==> src/rtl/track_clean_arbiter.sv <==
// Round-robin track arbiter feeding the clean stage, with a per-event grant budget and BX counter.
// Optional CLEAN_ARB_STATS_EN adds saturating grant/drop counters; DONE_STAGES defaults to `TMUX.

`ifndef TMUX
`define TMUX 3
`endif

module track_clean_arbiter #(
    parameter int unsigned N_REQ       = 4,
    parameter int unsigned DATA_W      = 126,
    parameter int unsigned BUDGET      = 40,
    parameter int unsigned DONE_STAGES = `TMUX
) (
    input  logic                    clk,
    input  logic                    reset,
    input  logic [1:0]              start,
    output logic [1:0]              done,
    input  logic [N_REQ-1:0]        req_valid,
    input  logic [N_REQ*DATA_W-1:0] req_data,
    output logic [N_REQ-1:0]        req_read,
    output logic [DATA_W-1:0]       data_out,
    output logic                    enable,
    output logic [2:0]              bx,
    output logic                    truncated
`ifdef CLEAN_ARB_STATS_EN
    ,
    output logic [15:0]             trk_total,
    output logic [7:0]              drop_events
`endif
);

    localparam int unsigned PTR_W = $clog2(N_REQ);
    localparam int unsigned CNT_W = $clog2(BUDGET + 1);
    localparam logic [CNT_W-1:0] BudgetC = CNT_W'(BUDGET);
    localparam logic [PTR_W-1:0] LastReq = PTR_W'(N_REQ - 1);

    typedef enum logic {StIdle, StRun} state_t;

    state_t           state_q;
    logic [PTR_W-1:0] ptr_q;
    logic [CNT_W-1:0] count_q;
    logic [PTR_W-1:0] gnt_idx;
    logic [PTR_W-1:0] cand;
    logic             gnt_found;
    logic             can_grant;
    logic             grant;
    logic [DATA_W-1:0] slices [N_REQ];
    logic [1:0]       done_pipe [DONE_STAGES];

    for (genvar i = 0; i < N_REQ; i++) begin : g_slice
        assign slices[i] = req_data[i*DATA_W +: DATA_W];
    end

    // First valid requester at or after the pointer, searching upward with wrap.
    always_comb begin
        gnt_found = 1'b0;
        gnt_idx   = '0;
        cand      = '0;
        for (int unsigned k = 0; k < N_REQ; k++) begin
            cand = PTR_W'((32'(ptr_q) + k) % N_REQ);
            if (!gnt_found && req_valid[cand]) begin
                gnt_found = 1'b1;
                gnt_idx   = cand;
            end
        end
    end

    assign can_grant = (state_q == StRun) && (count_q < BudgetC) && (start == 2'b00);

    always_comb begin
        req_read = '0;
        if (can_grant && gnt_found) begin
            req_read[gnt_idx] = 1'b1;
        end
    end

    assign grant = |req_read;

    always_ff @(posedge clk or negedge reset) begin
        if (!reset) begin
            state_q   <= StIdle;
            bx        <= 3'b111;
            ptr_q     <= '0;
            count_q   <= '0;
            truncated <= 1'b0;
            enable    <= 1'b0;
            data_out  <= '0;
        end else if (start[1]) begin
            state_q   <= StIdle;
            bx        <= 3'b111;
            ptr_q     <= '0;
            count_q   <= '0;
            truncated <= 1'b0;
            enable    <= 1'b0;
            data_out  <= '0;
        end else if (start[0]) begin
            state_q   <= StRun;
            bx        <= bx + 3'd1;
            count_q   <= '0;
            truncated <= 1'b0;
            enable    <= 1'b0;
            data_out  <= '0;
        end else begin
            enable   <= grant;
            data_out <= grant ? slices[gnt_idx] : '0;
            if (grant) begin
                ptr_q   <= (gnt_idx == LastReq) ? '0 : gnt_idx + PTR_W'(1);
                count_q <= count_q + CNT_W'(1);
            end
            // Only flag truncation when work was actually left on the table.
            if (state_q == StRun && count_q == BudgetC && |req_valid) begin
                truncated <= 1'b1;
            end
        end
    end

    // A sync reset flushes in-flight done bits but still carries its own start word.
    always_ff @(posedge clk or negedge reset) begin
        if (!reset) begin
            for (int unsigned k = 0; k < DONE_STAGES; k++) begin
                done_pipe[k] <= 2'b00;
            end
        end else begin
            done_pipe[0] <= start;
            for (int unsigned k = 1; k < DONE_STAGES; k++) begin
                done_pipe[k] <= start[1] ? 2'b00 : done_pipe[k-1];
            end
        end
    end

    assign done = done_pipe[DONE_STAGES-1];

`ifdef CLEAN_ARB_STATS_EN
    always_ff @(posedge clk or negedge reset) begin
        if (!reset) begin
            trk_total   <= '0;
            drop_events <= '0;
        end else if (start[1]) begin
            trk_total   <= '0;
            drop_events <= '0;
        end else begin
            if (grant && trk_total != 16'hFFFF) begin
                trk_total <= trk_total + 16'd1;
            end
            if (start[0] && truncated && drop_events != 8'hFF) begin
                drop_events <= drop_events + 8'd1;
            end
        end
    end
`endif

endmodule

==> config.mk <==
export PLATFORM = sky130hd
export DESIGN_NAME = track_clean_arbiter
export DESIGN_NICKNAME = d
export VERILOG_FILES = /design/src/rtl/track_clean_arbiter.sv
export SDC_FILE = /design/constraint.sdc
export NUM_CORES = 1
export LEC_CHECK = 0
export BUFFER_PORTS_ARGS = -buffer_cell sky130_fd_sc_hd__buf_2
export CORE_AREA = 2 2 253 255
export CTS_CLUSTER_SIZE = 20
export DETAILED_ROUTE_END_ITERATION = 12
export DIE_AREA = 0 0 255 257
export PLACE_DENSITY_LB_ADDON = 0.15
export SKIP_LAST_GASP = 1
export SYNTH_ARGS = -nofsm -noshare
export SYNTH_HDL_FRONTEND = slang
export SYNTH_SLANG_ARGS = --single-unit
==> constraint.sdc <==
create_clock -name clk -period 7.8 [get_ports clk]
set_clock_uncertainty 0.15 [all_clocks]
set_input_delay 0.78 -clock clk [delete_from_list [all_inputs] [get_ports clk]]
set_output_delay 0.78 -clock clk [all_outputs]
set_load 0.01 [all_outputs]
# ---- Word-level counts from Yosys, hierarchy flattened
# Index checks and enable logic that the tools add are counted.
dict set report totals {
  register_bits 146
  inputBits 512
}
dict set report classes {
  n_addsub 6
  order_cmp 8
  eq_ne 3
  muxes 43
  bitwise_logic 1
  reduce_logical 20
}
# operator n
set ops {}
lappend ops {{$mux W126} 5}
lappend ops {{$bmux W126 S2} 1}
lappend ops {{$mux W2} 10}
lappend ops {{$mux W6} 3}
lappend ops {{$mux W1} 16}
lappend ops {{$lt A2 B3 Y1 const B} 5}
lappend ops {{$logic_and A1 B1 Y1} 9}
lappend ops {{$bmux W1 S2} 4}
lappend ops {{$reduce_or A4 Y1} 2}
lappend ops {{$add A6 B1 Y6 const B} 1}
lappend ops {{$eq A6 B6 Y1 const B} 1}
lappend ops {{$lt A6 B6 Y1 const B} 1}
lappend ops {{$mux W3} 2}
lappend ops {{$reduce_bool A3 Y1} 2}
lappend ops {{$add A2 B1 Y2 const B} 2}
lappend ops {{$add A2 B2 Y2 const B} 2}
lappend ops {{$mux W4} 1}
lappend ops {{$reduce_bool A2 Y1} 2}
lappend ops {{$add A3 B1 Y3 const B} 1}
lappend ops {{$ge A3 B3 Y1 const B} 1}
lappend ops {{$logic_not A1 Y1} 3}
lappend ops {{$not A2 Y3} 1}
lappend ops {{$demux W1 S2} 1}
lappend ops {{$eq A2 B2 Y1 const B} 1}
lappend ops {{4 further kinds} 4}

# ---- Longest topological paths before layout
dict set report logic_depth {
  depth_word 21
  mapped_depth 12
}

# ---- Least setup slack after synthesis
# OpenSTA, ideal clock, no wires.
dict set report synth_path {
  kind {input to register}
  start {in req_valid[2]}
  end {reg data_out[0]}
  arrival_ns 2.650
  setup_slack_ns 4.861
  cell_stages 11
  path_cell_list {nor2b_1 > a311oi_1 > nor2_2 > buf_4 > buf_4 > ha_1 > nand2b_1 > o21ai_2 > buf_4 > buf_2 > o22ai_1}
}
dict set report synth_between {
  elab_chain_len 21
  word_cells_on_any_way 37
  cone_classes {2 x order compare; 25 x mux; 1 x bitwise; 9 x reduce/logical}
}
# item line_no
set synth_rtl {}
lappend synth_rtl {{start, declared} 18} ;# input logic [N_REQ-1:0] req_valid,
lappend synth_rtl {{$bmux W1 S2} 61} ;# if (!gnt_found && req_valid[cand]) begin
lappend synth_rtl {{$mux W1 (implied by the code)} 61}
lappend synth_rtl {{$mux W1} 61}
lappend synth_rtl {{$logic_not A1 Y1} 61}
lappend synth_rtl {{$logic_and A1 B1 Y1} 61}
lappend synth_rtl {{$mux W1} 61}
lappend synth_rtl {{$logic_not A1 Y1} 61}
lappend synth_rtl {{$logic_and A1 B1 Y1} 61}
lappend synth_rtl {{[... 5 more ...]} --}
lappend synth_rtl {{$logic_and A1 B1 Y1 (implied by the code)} 73} ;# req_read[gnt_idx] = 1'b1;
lappend synth_rtl {{$mux W1 (implied by the code)} 73}
lappend synth_rtl {{$demux W1 S2} 73}
lappend synth_rtl {{$mux W4} 72} ;# if (can_grant && gnt_found) begin
lappend synth_rtl {{$reduce_or A4 Y1} 77} ;# assign grant = |req_read;
lappend synth_rtl {{$mux W126 *} 105} ;# data_out <= grant ? slices[gnt_idx] : '0;
lappend synth_rtl {{$mux W126 *} 96} ;# end else if (start[0]) begin
lappend synth_rtl {{$mux W126 *} 88} ;# end else if (start[1]) begin
lappend synth_rtl {{end signal, assigned} 105}
lappend synth_rtl {{end, declared} 21} ;# output logic [DATA_W-1:0] data_out,
# Mark *: on every way between the ends. The rest lies on a longest branch, timed or not. The select of a mux whose other input is x is not followed.
# A chain may end at the register's enable or synchronous reset.

# ---- Worst setup path in the final report
dict set report layout_path {
  start {in req_valid[2]}
  end {out req_read[3]}
}
dict set report layout_between {
  elab_chain_len 17
  word_cells_on_any_way 29
  cone_classes {2 x order compare; 19 x mux; 8 x reduce/logical}
}
# item line_no
set layout_rtl {}
lappend layout_rtl {{$bmux W1 S2} 61}
lappend layout_rtl {{$mux W1 (implied by the code)} 61}
lappend layout_rtl {{$mux W1} 61}
lappend layout_rtl {{$logic_not A1 Y1} 61}
lappend layout_rtl {{$logic_and A1 B1 Y1} 61}
lappend layout_rtl {{$mux W1} 61}
lappend layout_rtl {{$logic_not A1 Y1} 61}
lappend layout_rtl {{$logic_and A1 B1 Y1} 61}
lappend layout_rtl {{$mux W1} 61}
lappend layout_rtl {{$logic_not A1 Y1} 61}
lappend layout_rtl {{$logic_and A1 B1 Y1} 61}
lappend layout_rtl {{$mux W2} 61}
lappend layout_rtl {{$lt A2 B3 Y1 (implied by the code) / $ge A2 B1 Y1 (equally long branches)} 73}
lappend layout_rtl {{$logic_and A1 B1 Y1 (implied by the code)} 73}
lappend layout_rtl {{$mux W1 (implied by the code)} 73}
lappend layout_rtl {{$demux W1 S2} 73}
lappend layout_rtl {{$mux W4 *} 72}
lappend layout_rtl {{end, declared} 20} ;# output logic [N_REQ-1:0] req_read,
# Marks and branches as above.

==> impl_metrics.py <==
metrics = {
    "global_route": {
        "grt_pass1_vias": 8635,
        "grt_max_degree": 72,
        "antenna_found_initial": 4,
        "grt-ovfl-total": 0,
        "grt_pass1_wl_mm": 55.4,
        "track_usage": 0.116,
    },
    "clock_tree": {
        "cts_buffer_depth": 2,
        "htreeDepth": 4,
        "cts_tree": "yes",
        "clk_latency_ps": 470,
        "cts_inserted_buffers": 17,
        "clk_root_buffer_cell": "clkbuf_16",
        "post_cts_resized": 0,
        "clock-sinks": 146,
        "cts.clk_slew.worst_paths_ps": 70,
    },
    "setup_path": {
        "ff2ff_setup_slack_ps": 4510,
        "path_depth": 7,
        "path_class": "input port to output port",
        "cp_top_family": "buffers and inverters",
        "cp-end-kind": "output port",
        "worst_path_most_repeated_cell": "buf_2",
        "reg2reg_from": "ptr_q[1]$_DFFE_PN0P_",
        "cp-start-kind": "input port",
        "path_max_fanout": 32,
        "required_ps": 6870,
        "slowest_delay_ps": 510,
        "cpMaxStageDelayCell": "buf_4",
        "ff2ff_path_depth": 9,
        "path_buf_inv": 3,
        "crit_start": "req_valid[2]",
        "cp_data_arrival_time_ps": 2490,
        "crit_end": "req_read[3]",
        "r2r_end": "data_out[15]$_DFF_PN0_",
        "worstPathCellList": "buf_2, nor2b_1, a311oi_1, nor2_4, buf_4, and3_1, buf_2",
    },
    "power": {
        "peakVddDrop_mv": 0.162,
        "powerDensity_nw_per_um2": 175,
        "leakage_nw": 6.22,
        "totalPowerFinal_w": 0.00216,
    },
    "floorplan": {
        "initial_core_util": 0.121,
        "ios": 649,
        "die_area_um2": 65500,
        "num_rows": 92,
        "die_y_um": 257,
        "coreArea_um2": 62700,
        "die_w_um": 255,
    },
    "layout": {
        "final_cell_mix": "buf_2 (647), dfrtp_1 (143), mux2i_1 (127)",
        "area_growth_syn_to_layout_pct": 62.0,
        "multi_input_area_um2": 3550,
        "fillerInstances": 7048,
        "seq_area_um2": 3660,
        "drive_above_1_share": 0.546,
        "nets": 1799,
        "layout_commonest_cell": "buf_2",
    },
    "yosys": {
        "synth_area_leaders": "dfrtp_1 (47%), mux2i_1 (17%), a22oi_1 (12%), o22ai_1 (10%), buf_2 (2.2%)",
        "yosysWarningCount": 0,
        "synthFlopType": "dfrtp_1",
        "synth_top_cell_area_share": 0.472,
        "synth_enable_flop_cells": 0,
        "async_flop_share": 1.00,
        "syn_avg_cell_area_um2": 11.2,
        "ys_ff_latch": 146,
        "synth_nets": 1191,
        "yosysTopAreaCell": "dfrtp_1",
        "synth_cells": 675,
        "syn_area_um2": 7580,
        "synth_cell_type_count": 45,
        "ys_seq_area_frac": 0.482,
    },
    "min_path": {
        "worstHoldPathCells": 1,
        "hp-class": "register to register",
    },
    "routing": {
        "ant_nets": 0,
        "wl_per_cell_um": 18.2,
        "via_count": 8255,
        "drtPass1Iterations": 4,
        "drcViolationCount": 0,
        "wl_mm": 39.0,
        "avgViaCountPerCell": 3.85,
        "drt_iter0_markers": 366,
    },
    "timing": {
        "finalSetupTns_ps": 0,
        "slew_headroom": 0.375,
        "rsz0062_at_grt": "false",
        "finalCritPeriodShare": 0.439,
        "hold_viol": 0,
        "fmax_ghz": 0.292,
        "layout_min_cycle_time_ps": 3420,
        "maxSlewViolCount": 0,
        "worst_pin_slew_ps": 938,
        "setup_viol": 0,
    },
    "placement": {
        "place.gp.congestion": 0.764,
        "io_buffer_count": 648,
        "hpwl_mm": 30.3,
    },
    "job": {
        "drv_cap": 0,
    },
    "outcome": {
        "outcome": "finished, final reports clean",
    },
}
## per-layer routing
| layer | GRT usage | routed length, um |
|---|---|---|
| met3 | 0.0328 | 2720 |
| met2 | 0.217 | 21000 |
| met1 | 0.122 | 14500 |
| met4 | 0.0395 | 730 |
| met5 | 0 | 13 |
## timing repair
item / CTS / global route
hold buffers: 1 / 0
endpoints found under the setup margin: 0 / 0
setup buffers: 0 / 0
endpoints found under the hold margin: 22 / 0
## cell usage after synthesis, types with 3 or more instances
cell type	count
o22ai_1	126
mux2i_1	127
buf_2	33
and3_1	3
dfstp_2	3
nor3_1	4
buf_4	11
buf_1	9
nand2_1	6
nor2_1	6
a21oi_1	3
inv_1	5
a22oi_1	126
o21ai_1	3
ha_1	4
nor2b_1	7
nand2b_1	3
clkbuf_1	17
dfrtp_1	143
## worst reg2reg max path, cell delays in order (launching register included)
cell	delay, ps
dfrtp_1	560
nand2_1	180
a311oi_1	460
nor2_4	50
ha_1	190
nand2b_1	210
o21ai_4	150
buf_4	350
buf_4	570
o22ai_1	270
## through the flow
stage | setup slack (ps) | hold slack, ps | cell area (um^2) | instances | utilization
finish | 4380 | 320 | 12300 | 2145 | 0.196
global route | 4200 | 352 | 12300 | 2145 | 0.196
detailed placement | 4010 | 303 | 11700 | 2109 | 0.186
CTS | 4320 | 327 | 12300 | 2142 | 0.196
floorplan | 4860 | 289 | 7580 | 675 | -
global placement | 4060 | 295 | 11700 | 2109 | 0.186
## cells by family (layout without fill, tap and decap cells)
logic type | after synthesis | in the layout | share of synthesized area
AO/OA/AOI/OAI | 272 | 272 | 0.253
XOR/XNOR | 3 | 3 | 0.00347
adder cells (fa/ha/maj) | 4 | 4 | 0.00660
buffers and inverters | 81 | 702 | 0.0540
flip-flops | 146 | 146 | 0.482
multiplexers | 127 | 127 | 0.168
other | 0 | 3 | 0
AND/OR/NAND/NOR | 42 | 42 | 0.0325
## flip-flops by register name (all words and copies together), names as in the netlist
| register | count |
|---|---|
| count_q | 6 |
| state_q | 1 |
| done | 2 |
| truncated | 1 |
| ptr_q | 2 |
| bx | 3 |
| done_pipe | 4 |
| data_out | 126 |
| enable | 1 |
## worst min-delay path by stage
stage | startpoint | to | slack, ps
5_1_grt | done_pipe[4]$_DFF_PN0_ | done_pipe[2]$_DFF_PN0_ | 350
3_5_place_dp | done_pipe[5]$_DFF_PN0_ | done_pipe[3]$_DFF_PN0_ | 300
6_report | done_pipe[5]$_DFF_PN0_ | done_pipe[3]$_DFF_PN0_ | 320
4_1_cts | done_pipe[5]$_DFF_PN0_ | done_pipe[3]$_DFF_PN0_ | 330
2_1_floorplan | done_pipe[2]$_DFF_PN0_ | done[0]$_DFF_PN0_ | 290
3_3_place_gp | done_pipe[4]$_DFF_PN0_ | done_pipe[2]$_DFF_PN0_ | 290
## layout make-up
class	instances	share of cell area
clock buffer	19	0.0361
inverter	7	0.00214
timing repair buffer	663	0.274
antenna	3	0.000611
sequential	146	0.298
multi-input combinational	448	0.289
tap	846	0.0862
clock inverter	13	0.0140
## report_power, final
group          leakage (nW)  total (W)  internal, W  switching (W)
registers              2.00   0.000791     0.000782     0.00000895
logic                  3.92   0.000473     0.000221       0.000252
clock network         0.295   0.000891     0.000516       0.000375
total                  6.22    0.00216      0.00152       0.000635
(Power assumes the default switching activity.)
